`config.mk`:
```
export PLATFORM = sky130hd
export DESIGN_NAME = seq_multiplier_flat
export DESIGN_NICKNAME = d
export VERILOG_FILES = /design/src/rtl/seq_multiplier_pkg.sv /design/src/rtl/seq_multiplier_if.sv /design/src/rtl/seq_multiplier_step.sv /design/src/rtl/seq_multiplier.sv /design/src/flat_wrapper.sv
export SDC_FILE = /design/constraint.sdc
export NUM_CORES = 1
export LEC_CHECK = 0
export BUFFER_PORTS_ARGS = -buffer_cell sky130_fd_sc_hd__buf_2
export CELL_PAD_IN_SITES_DETAIL_PLACEMENT = 0
export CELL_PAD_IN_SITES_GLOBAL_PLACEMENT = 1
export CORE_AREA = 4 4 131 133
export DETAILED_ROUTE_END_ITERATION = 16
export DIE_AREA = 0 0 135 137
export PLACE_DENSITY = 0.81
export RECOVER_POWER = 100
export SLEW_MARGIN = 20
export SYNTH_ARGS = -nofsm -noshare
export SYNTH_HDL_FRONTEND = slang
export SYNTH_HIERARCHICAL = 1
export SYNTH_SLANG_ARGS = --single-unit
```
`constraint.sdc`:
```
create_clock -name clk -period 3.2 [get_ports clk]
set_input_delay 0.96 -clock clk [delete_from_list [all_inputs] [get_ports clk]]
set_output_delay 0.96 -clock clk [all_outputs]
set_load 0.01 [all_outputs]
```
`src/rtl/seq_multiplier_pkg.sv`:
```
// mul_pkg: shared types, default width and count-width helper for the sequential multiplier
package mul_pkg;
    localparam int DEFAULT_WIDTH = 32;
    typedef enum logic [1:0] {IDLE, RUN, DONE} state_t;
    function automatic int count_width(input int width);
        return $clog2(width + 1);
    endfunction
endpackage

```
`src/rtl/seq_multiplier_if.sv`:
```
// seq_multiplier_if: start/busy/fin handshake with operands and product
interface seq_multiplier_if #(parameter int WIDTH = 32);
    logic               start;
    logic [WIDTH-1:0]   mcand;
    logic [WIDTH-1:0]   mplier;
    logic [2*WIDTH-1:0] prod;
    logic               busy;
    logic               fin;
    modport master (output start, mcand, mplier, input prod, busy, fin);
    modport slave  (input start, mcand, mplier, output prod, busy, fin);
endinterface

```
`src/rtl/seq_multiplier_step.sv`:
```
// mul_step: one shift-and-add iteration; the carry of the add enters the product MSB
module mul_step
    import mul_pkg::*;
#(
    parameter int WIDTH = DEFAULT_WIDTH
) (
    input  logic [2*WIDTH-1:0] prod,
    input  logic [WIDTH-1:0]   mc,
    output logic [2*WIDTH-1:0] next_prod
);
    logic [WIDTH:0] sum;
    always_comb begin
        sum       = {1'b0, prod[2*WIDTH-1:WIDTH]} + {1'b0, (prod[0] ? mc : {WIDTH{1'b0}})};
        next_prod = {sum, prod[WIDTH-1:1]};
    end
endmodule

```
`src/rtl/seq_multiplier.sv`:
```
// seq_multiplier: unsigned shift-and-add multiplier, one multiplier bit per clock
module seq_multiplier
    import mul_pkg::*;
#(
    parameter int WIDTH = DEFAULT_WIDTH
) (
    input logic clk,
    input logic reset,
    seq_multiplier_if.slave bus
);
    localparam int CW = count_width(WIDTH);
    state_t             state, state_next;
    logic [CW-1:0]      count, count_next;
    logic [WIDTH-1:0]   mc_r, mc_next;
    logic [2*WIDTH-1:0] prod_r, prod_next, step_prod;
    logic               accept;

    mul_step #(.WIDTH(WIDTH)) u_step (
        .prod      (prod_r),
        .mc        (mc_r),
        .next_prod (step_prod)
    );

    always_ff @(posedge clk) begin
        if (reset) begin
            state  <= IDLE;
            count  <= '0;
            mc_r   <= '0;
            prod_r <= '0;
        end else begin
            state  <= state_next;
            count  <= count_next;
            mc_r   <= mc_next;
            prod_r <= prod_next;
        end
    end

    // A start in DONE is accepted like one in IDLE, so chained operations have no gap
    always_comb begin
        state_next = state;
        count_next = count;
        mc_next    = mc_r;
        prod_next  = prod_r;
        accept     = (state != RUN) && bus.start;
        if (accept) begin
            state_next = RUN;
            count_next = '0;
            mc_next    = bus.mcand;
            prod_next  = {{WIDTH{1'b0}}, bus.mplier};
        end else if (state == RUN) begin
            prod_next  = step_prod;
            count_next = count + CW'(1);
            state_next = (count == CW'(WIDTH - 1)) ? DONE : RUN;
        end
    end

    assign bus.prod = prod_r;
    assign bus.busy = (state == RUN);
    assign bus.fin  = (state == DONE);
endmodule

```
`src/flat_wrapper.sv`:
```
// flat-port wrapper written by rule: the top's interface ports become plain ports
module seq_multiplier_flat import mul_pkg::*;
#(
    parameter int WIDTH = DEFAULT_WIDTH
)
  (clk, reset, bus_start, bus_mcand, bus_mplier, bus_prod, bus_busy, bus_fin);
  seq_multiplier_if #(.WIDTH(WIDTH)) bus_i ();
  input logic clk;
  input logic reset;
  input wire logic [$bits(bus_i.start)-1:0] bus_start;
  input wire logic [$bits(bus_i.mcand)-1:0] bus_mcand;
  input wire logic [$bits(bus_i.mplier)-1:0] bus_mplier;
  output wire logic [$bits(bus_i.prod)-1:0] bus_prod;
  output wire logic [$bits(bus_i.busy)-1:0] bus_busy;
  output wire logic [$bits(bus_i.fin)-1:0] bus_fin;
  assign bus_i.start = bus_start;
  assign bus_i.mcand = bus_mcand;
  assign bus_i.mplier = bus_mplier;
  assign bus_prod = bus_i.prod;
  assign bus_busy = bus_i.busy;
  assign bus_fin = bus_i.fin;
  seq_multiplier #(.WIDTH(WIDTH)) u_core (.clk(clk), .reset(reset), .bus(bus_i));
endmodule
```
Word-level counts from Yosys, hierarchy flattened
Cells that the tools add are included.
{"block": "word_totals", "inputBits": 67, "regBits": 104}
{"block": "op_classes", "muxes": 6, "n_eq_ne": 4, "add_sub_neg": 2, "n_reduce_logical": 3}
{"cell": "$mux W32", "n": 3}
{"cell": "$add A32 B32 Y33", "n": 1}
{"cell": "$add A6 B1 Y6 const B", "n": 1}
{"cell": "$eq A6 B5 Y1 const B", "n": 1}
{"cell": "$eq A2 B1 Y1 const B", "n": 1}
{"cell": "$eq A2 B2 Y1 const B", "n": 1}
{"cell": "$mux W1", "n": 2}
{"cell": "$mux W2", "n": 1}
{"cell": "$ne A2 B1 Y1 const B", "n": 1}
{"cell": "$reduce_bool A2 Y1", "n": 1}
{"cell": "$reduce_or A2 Y1", "n": 1}
{"cell": "$logic_and A1 B1 Y1", "n": 1}

Logic depth before layout (Yosys ltp)
Gate-level depths: netlist of the first run.
{"block": "logic_depth", "ltp_word": 4, "depth_mapped": 12, "depth_no_buf": 11}

By module
Netlist of the first run, hierarchy kept.
{"module": "seq_multiplier", "seq_area_each_um2": 2082.0, "area_each_um2": 4031.4, "instances": 1, "cells_each": 466}
{"module": "mul_step", "seq_area_each_um2": 0.0, "area_each_um2": 2428.6, "instances": 1, "cells_each": 353}

Worst setup path after synthesis of the first run
OpenSTA, ideal clock, no wires.
{"block": "synth_path", "path_type": "register to register", "start": "reg u_core.prod_r[0], in the netlist u_core/bus.prod[0]", "end": "reg u_core.prod_r[55], in the netlist u_core/bus.prod[55]", "stages_incl_launch_ff": 12, "path_buffers": 0, "required_ps": 3068, "setup_ps": 132, "setup_slack_ps": 343, "arrival_ps": 2725, "path_cell_list": "dfxtp_1 -> and2_1 -> ha_1 -> fa_1 -> a211oi_2 -> o211ai_2 -> a2111oi_4 -> nor3b_2 -> or4_1 -> o311a_1 -> nand2_1 -> a21oi_1"}
{"block": "synth_via", "elab_chain_len": 2}
{"element": "start: declaration", "line": "seq_multiplier.sv:15", "rtl": "logic [2*WIDTH-1:0] prod_r, prod_next, step_prod;"}
{"element": "start signal: assignment", "line": "seq_multiplier.sv:34", "rtl": "prod_r <= prod_next;"}
{"element": "$mux W32", "line": "seq_multiplier_step.sv:13", "rtl": "sum = {1'b0, prod[2*WIDTH-1:WIDTH]} + {1'b0, (prod[0] ? mc : {WIDTH{1'b0}})};"}
{"element": "$add A32 B32 Y33", "line": "seq_multiplier_step.sv:13"}
{"element": "net u_core.step_prod[55]", "line": "seq_multiplier.sv:15"}
The timed path passes the listed nets, and every way through them passes these cells.
A chain may end at the register's enable or synchronous reset.

Worst setup path after layout of the first run
{"block": "layout_path", "start": "reg u_core.prod_r[0], in the netlist u_core/bus.prod[0]", "end": "reg u_core.prod_r[59], in the netlist u_core/bus.prod[59]"}
Same word-level chain as after synthesis.

==> results of run 1 <==
-- layout make-up --
class                   count  area [um^2]  share of cell area
multi-input cells         615         3840               0.530
flip-flops and latches    104         2080               0.288
repair buffers            146          701              0.0969
well taps                 216          270              0.0374
clock buffers              11          233              0.0322
clock inverters             5         62.6             0.00865
inverters                  13         48.8             0.00675
-- path summary, 6_finish.rpt --
kind | start | slack [ns] | end
min | u_core/mc_r[29]$_SDFFE_PP0P_ | 0.47 | u_core/mc_r[29]$_SDFFE_PP0P_
max | u_core/bus.prod[0]$_SDFFE_PP0P_ | 0.24 | u_core/bus.prod[59]$_SDFFE_PP0N_
max reg2reg | u_core/bus.prod[0]$_SDFFE_PP0P_ | 0.24 | u_core/bus.prod[59]$_SDFFE_PP0N_
min reg2reg | u_core/mc_r[29]$_SDFFE_PP0P_ | 0.47 | u_core/mc_r[29]$_SDFFE_PP0P_
-- worst register-to-register path, stage by stage (launching register included) --
cell and delay, ns:
dfxtp_1 0.34, and2_0 0.16, ha_1 0.21, fa_1 0.45, a211oi_2 0.31, o211ai_2 0.15
a2111oi_4 0.39, nor3b_2 0.15, o311a_1 0.30, a311oi_1 0.22, nand2_1 0.08, a21oi_1 0.13
-- state kept, by name, indices dropped and copies added, names as in the netlist --
name and cells:
u_core/count 6, u_core/state 2, u_core/mc_r 32, u_core/bus.prod 64
-- synth_stat cells (4+ instances only) --
master and instances:
dfxtp_1 104, nor3_1 8, nand4b_1 4, xor2_1 6, a21oi_1 103, o311a_1 4
mux2i_1 33, nand4_1 5, buf_4 35, inv_1 13, or4_1 4, a21o_1 15
xnor2_1 18, o211ai_1 5, ha_1 33, buf_2 21, or2_2 5, and2_1 35
or3_1 5, o21ai_0 53, nor2_1 59, nand3_1 45, a211oi_1 35, nand2_1 89
clkbuf_1 27
-- cells by family (layout without fill, tap and decap cells) --
| family | after synthesis | after routing |
|---|---|---|
| AO/OA/AOI/OAI | 247 | 247 |
| XOR/XNOR | 24 | 24 |
| adder cells (fa/ha/maj) | 34 | 34 |
| buffers and inverters | 100 | 175 |
| flip-flops | 104 | 104 |
| multiplexers | 34 | 34 |
| AND/OR/NAND/NOR | 276 | 276 |
-- metal layers --
layer	share of wire	track usage	wire (um)
met4	0.0057	0.0342	99
met2	0.45	0.297	7780
met1	0.48	0.253	8280
met5	0	0	0
met3	0.069	0.0563	1200
-- stage by stage --
step | worst slack (ns) | utilization | instance area [um^2]
2_1_floorplan | 0.343 | - | 6460
3_3_place_gp | 0.188 | 0.444 | 7020
3_5_place_dp | 0.176 | 0.444 | 7020
4_1_cts | 0.132 | 0.462 | 7320
5_1_grt | 0.00834 | 0.457 | 7230
6_report | 0.236 | 0.457 | 7230
-- what timing repair did --
| action | in CTS | in global routing |
|---|---|---|
| endpoints found under the setup margin | 0 | 3 |
| hold buffers | 0 | 0 |
| buffers inserted | 0 | 2 |
-- layout by cell type (no fill, tap or decap), drive strengths merged, types with 5 or more instances in the layout --
master    n
nand3    45
or2       6
a21o     16
xnor2    18
nand2    89
nand4     5
xor2      6
buf      77
a211oi   36
ha       33
clkbuf   80
nor3      8
dfxtp   104
a21oi   103
nor2     59
or3       5
o21ai    53
inv      15
and2     35
mux2i    33
o211ai    6
-- power groups by stage --
| stage | registers (W) | clock network (W) | logic, W |
|---|---|---|---|
| 6_report | 0.00140 | 0.00112 | 0.000376 |
| 2_1_floorplan | 0.00144 | 0 | 0.000276 |
| 4_1_cts | 0.00140 | 0.00116 | 0.000390 |
| 3_3_place_gp | 0.00143 | 0 | 0.000384 |
| 5_1_grt | 0.00141 | 0.00121 | 0.000421 |
| 3_5_place_dp | 0.00143 | 0 | 0.000389 |
==> results.ini, run 1 <==
[timing]
fin_hold_ws_ns=0.474
min_period_over_period=0.926
rsz0062_at_grt=no
slew_headroom=-0.0487
max_freq_ghz=0.337
finClkSkew_ns=0.00629
finalHoldViolCount=0
worst_slew_pin_slew_ns=1.57
setup_viol=0
post-route-min-period_ns=2.96
maxSlewViolCount=60
final.setup.tns_ns=0

[setup_path]
cp-end-kind=flop
required_ns=3.49
slowest_delay_ns=0.45
path_max_fanout=6
worst_r2r_path_depth=11
start_kind=flop
crit_family=compound AO/OA/AOI/OAI gates
worst_ep_arrival_time_ns=3.25
cp_num_buf_inv=0
cp_cell_sequence=and2_0 -> ha_1 -> fa_1 -> a211oi_2 -> o211ai_2 -> a2111oi_4 -> nor3b_2 -> o311a_1 -> a311oi_1 -> nand2_1 -> a21oi_1
cp_slowest_cell=fa_1
crit_cells=11
critPathKind=flop to flop

[job]
drv_cap=1

[final_layout]
drive_gt1_frac=0.121
fin_cells=1110
fill_cells=1637
diodes=0
fin_nets=990
syn_to_final_growth_pct=12.0

[floorplan]
num_rows=46
die_x_um=135
ios=133
start_util=0.408
die_y_um=137
fp.dieArea_um2=18500
core_area_um2=15800

[logic_synthesis]
synth_top_family_by_area=compound AO/OA/AOI/OAI gates
synth_ff_type=dfxtp_1
syn_avg_cell_area_um2=7.89
ys.warnings.count=6
synth_fa_ha_area_frac=0.0670
synth_compound_area_frac=0.237
yosys-top-cells-area=dfxtp_1 32%, a21oi_1 8.0%, ha_1 6.4%
muxShareOfSynthArea=0.0529
syn_inst=819
ys_seq_area_frac=0.322
synth_simple_gate_area_frac=0.204
synthArstFlopShare=0
syn_nets=920
synth_top_area_frac=0.322
syn_area_um2=6460
synthDistinctLibCells=58
synthXorXnorAreaFrac=0.0325
synth_edf_count=0
synth_top_cell_by_area=dfxtp_1
synth-seq-cells=104

[global_routing]
antenna_found_initial=0
grt_max_degree=75
grt_overflow=0
grt_pass1_wl_um=28100
grt_pass1_vias=5572
grt_usage=0.186

[routing]
drc_errors=0
via_per_inst=5.36
wl_um=17400
num_vias=5955
routedWlPerCell_um=15.6
dr.first_iter.drc_count=381
antenna_left=0
drtPass1Iterations=7

[power_and_ir_drop]
p_int_w=0.00212
p_seq_frac=0.484
pwr-share-clk=0.386
pwr-share-comb=0.130
peakVddDrop_uv=312
p_leak_nw=2.96
pwr_density_cell_nw_per_um2=400
switching_power_w=0.000778
power_w=0.00290
p_sw_frac=0.269

[cts]
cts_tree=yes
clock_path_buffers=2
cts_made_buffers=9
htree_levels=3
cts.sinks=104
clkTransAtPathRegs_ns=0.07
clk-insertion-delay-late_ns=0.35
ctsResizeCount=0
root_buffer=clkbuf_16

[place]
placed_cells=1092
dp_hpwl_um=12400
gp_congestion=0.868
io_buffers=132

[worst_hold_path]
hold_class=flop to flop
hold_depth=2

[status]
outcome=finished with violations
failed_checks=max-capacitance violations, max-slew violations

(Power assumes the default switching activity.)
==> inputs of run 2 (changes only) <==
CORE_AREA = 2 2 129 131   (was 4 4 131 133)
DIE_AREA = 0 0 131 133   (was 0 0 135 137)
==> results.ini, run 2 (synthesis results as in run 1) <==
[timing]
slew_headroom=0.0438
min_period_over_period=0.931
post-route-min-period_ns=2.98
max_freq_ghz=0.336
finalHoldViolCount=0
final.setup.tns_ns=0
maxSlewViolCount=0
worst_slew_pin_slew_ns=1.43
rsz0062_at_grt=no
fin_hold_ws_ns=0.471
setup_viol=0
finClkSkew_ns=0.0131

[final_layout]
diodes=0
syn_to_final_growth_pct=12.0
final_util=0.447
final_common_cell=dfxtp_1
drive_gt1_frac=0.124
multi_input_area_um2=3840
layout_common_cells=104 x dfxtp_1, 103 x a21oi_1, 89 x nand2_1
largest_reg_flops=64
fill_cells=1702
fin_cells=1115
fin_nets=991
register_area_um2=2080

[global_routing]
grt_usage=0.201
antenna_found_initial=2
grt_overflow=0
grt_max_degree=112
grt_pass1_wl_um=28000
grt_pass1_vias=5518

[floorplan]
start_util=0.399
die_y_um=133
fp.dieArea_um2=17400
num_rows=47
die_x_um=131
ios=133
core_area_um2=16200

[setup_path]
critPathKind=flop to flop
path_max_fanout=6
cp_num_buf_inv=0
start_kind=flop
slowest_delay_ns=0.45
required_ns=3.50
crit_family=compound AO/OA/AOI/OAI gates
cp_slowest_cell=fa_1
cp-end-kind=flop
cp_cell_sequence=and2_1 -> ha_1 -> fa_1 -> a211oi_2 -> o211ai_2 -> a2111oi_4 -> nor3b_2 -> o311a_1 -> a311oi_1 -> nand2_1 -> a21oi_1
worst_ep_arrival_time_ns=3.28

[routing]
drtPass1Iterations=5
via_per_inst=5.34
num_vias=5958
wl_um=17200
dr.first_iter.drc_count=501
drc_errors=0
antenna_left=0
routedWlPerCell_um=15.4

[power_and_ir_drop]
p_leak_nw=2.97
pwr_density_cell_nw_per_um2=403
peakVddDrop_uv=339
power_w=0.00292

[job]
drv_cap=0

[cts]
clk-insertion-delay-late_ns=0.36
clock_path_buffers=2
clkTransAtPathRegs_ns=0.08
cts_made_buffers=9
cts_tree=yes
htree_levels=3
root_buffer=clkbuf_16
cts.sinks=104
ctsHoldBuffers=0

[status]
outcome=finished clean

[place]
gp_congestion=0.888
dp_hpwl_um=12000
placed_cells=1098
io_buffers=132

[worst_hold_path]
hold_class=flop to flop

-- run 2: cell count changes in the layout (fill, tap and decap cells not counted), moves of 2 or more --
cell,before,now
and2_1,30,32
and2_0,5,3
buf_12,2,0
clkbuf_1,68,66
buf_4,8,12
clkinv_2,0,2
-- run 2: repair_timing --
action                     in CTS  in global routing
setup endpoints to repair       0                  4
resized for setup               0                  2
buffers inserted                0                  1
-- run 2: area by class of cell --
| type | instances | area share |
|---|---|---|
| sequential | 104 | 0.288 |
| timing repair buffer | 147 | 0.0950 |
| clock inverter | 6 | 0.00934 |
| inverter | 13 | 0.00675 |
| clock buffer | 10 | 0.0317 |
| tap | 220 | 0.0381 |
| multi-input combinational | 615 | 0.531 |
-- run 2: final timing paths --
check	from	depth (start not counted)	endpoint	slack (ns)
setup / recovery	u_core/bus.prod[0]$_SDFFE_PP0P_	11	u_core/bus.prod[59]$_SDFFE_PP0N_	0.22
hold reg to reg	u_core/mc_r[29]$_SDFFE_PP0P_	2	u_core/mc_r[29]$_SDFFE_PP0P_	0.47
setup reg to reg	u_core/bus.prod[0]$_SDFFE_PP0P_	11	u_core/bus.prod[59]$_SDFFE_PP0N_	0.22
hold / removal	u_core/mc_r[29]$_SDFFE_PP0P_	2	u_core/mc_r[29]$_SDFFE_PP0P_	0.47
-- run 2: power breakdown --
part           internal [W]  leakage, nW  total [W]  switching (W)
logic              0.000140         1.97   0.000368       0.000229
registers           0.00136        0.851    0.00140      0.0000432
clock network      0.000614        0.145    0.00115       0.000535
-- run 2: per-layer routing --
metal	track usage	share of wire
met1	0.276	0.48
met2	0.305	0.44
met4	0.0556	0.013
met5	0	0.0014
met3	0.0611	0.069
-- run 2: per-stage QoR --
step / worst slack [ns] / area (um^2)
6_report: 0.222 / 7230
4_1_cts: 0.141 / 7330
3_5_place_dp: 0.182 / 7030
2_1_floorplan: 0.343 / 6460
3_3_place_gp: 0.191 / 7030
5_1_grt: 0.00897 / 7230
-- run 2: worst reg2reg max path, cell delays in order (launching register included) --
cell	delay, ns
dfxtp_1	0.32
and2_1	0.16
ha_1	0.22
fa_1	0.45
a211oi_2	0.31
o211ai_2	0.14
a2111oi_4	0.44
nor3b_2	0.16
o311a_1	0.31
a311oi_1	0.21
nand2_1	0.08
a21oi_1	0.13
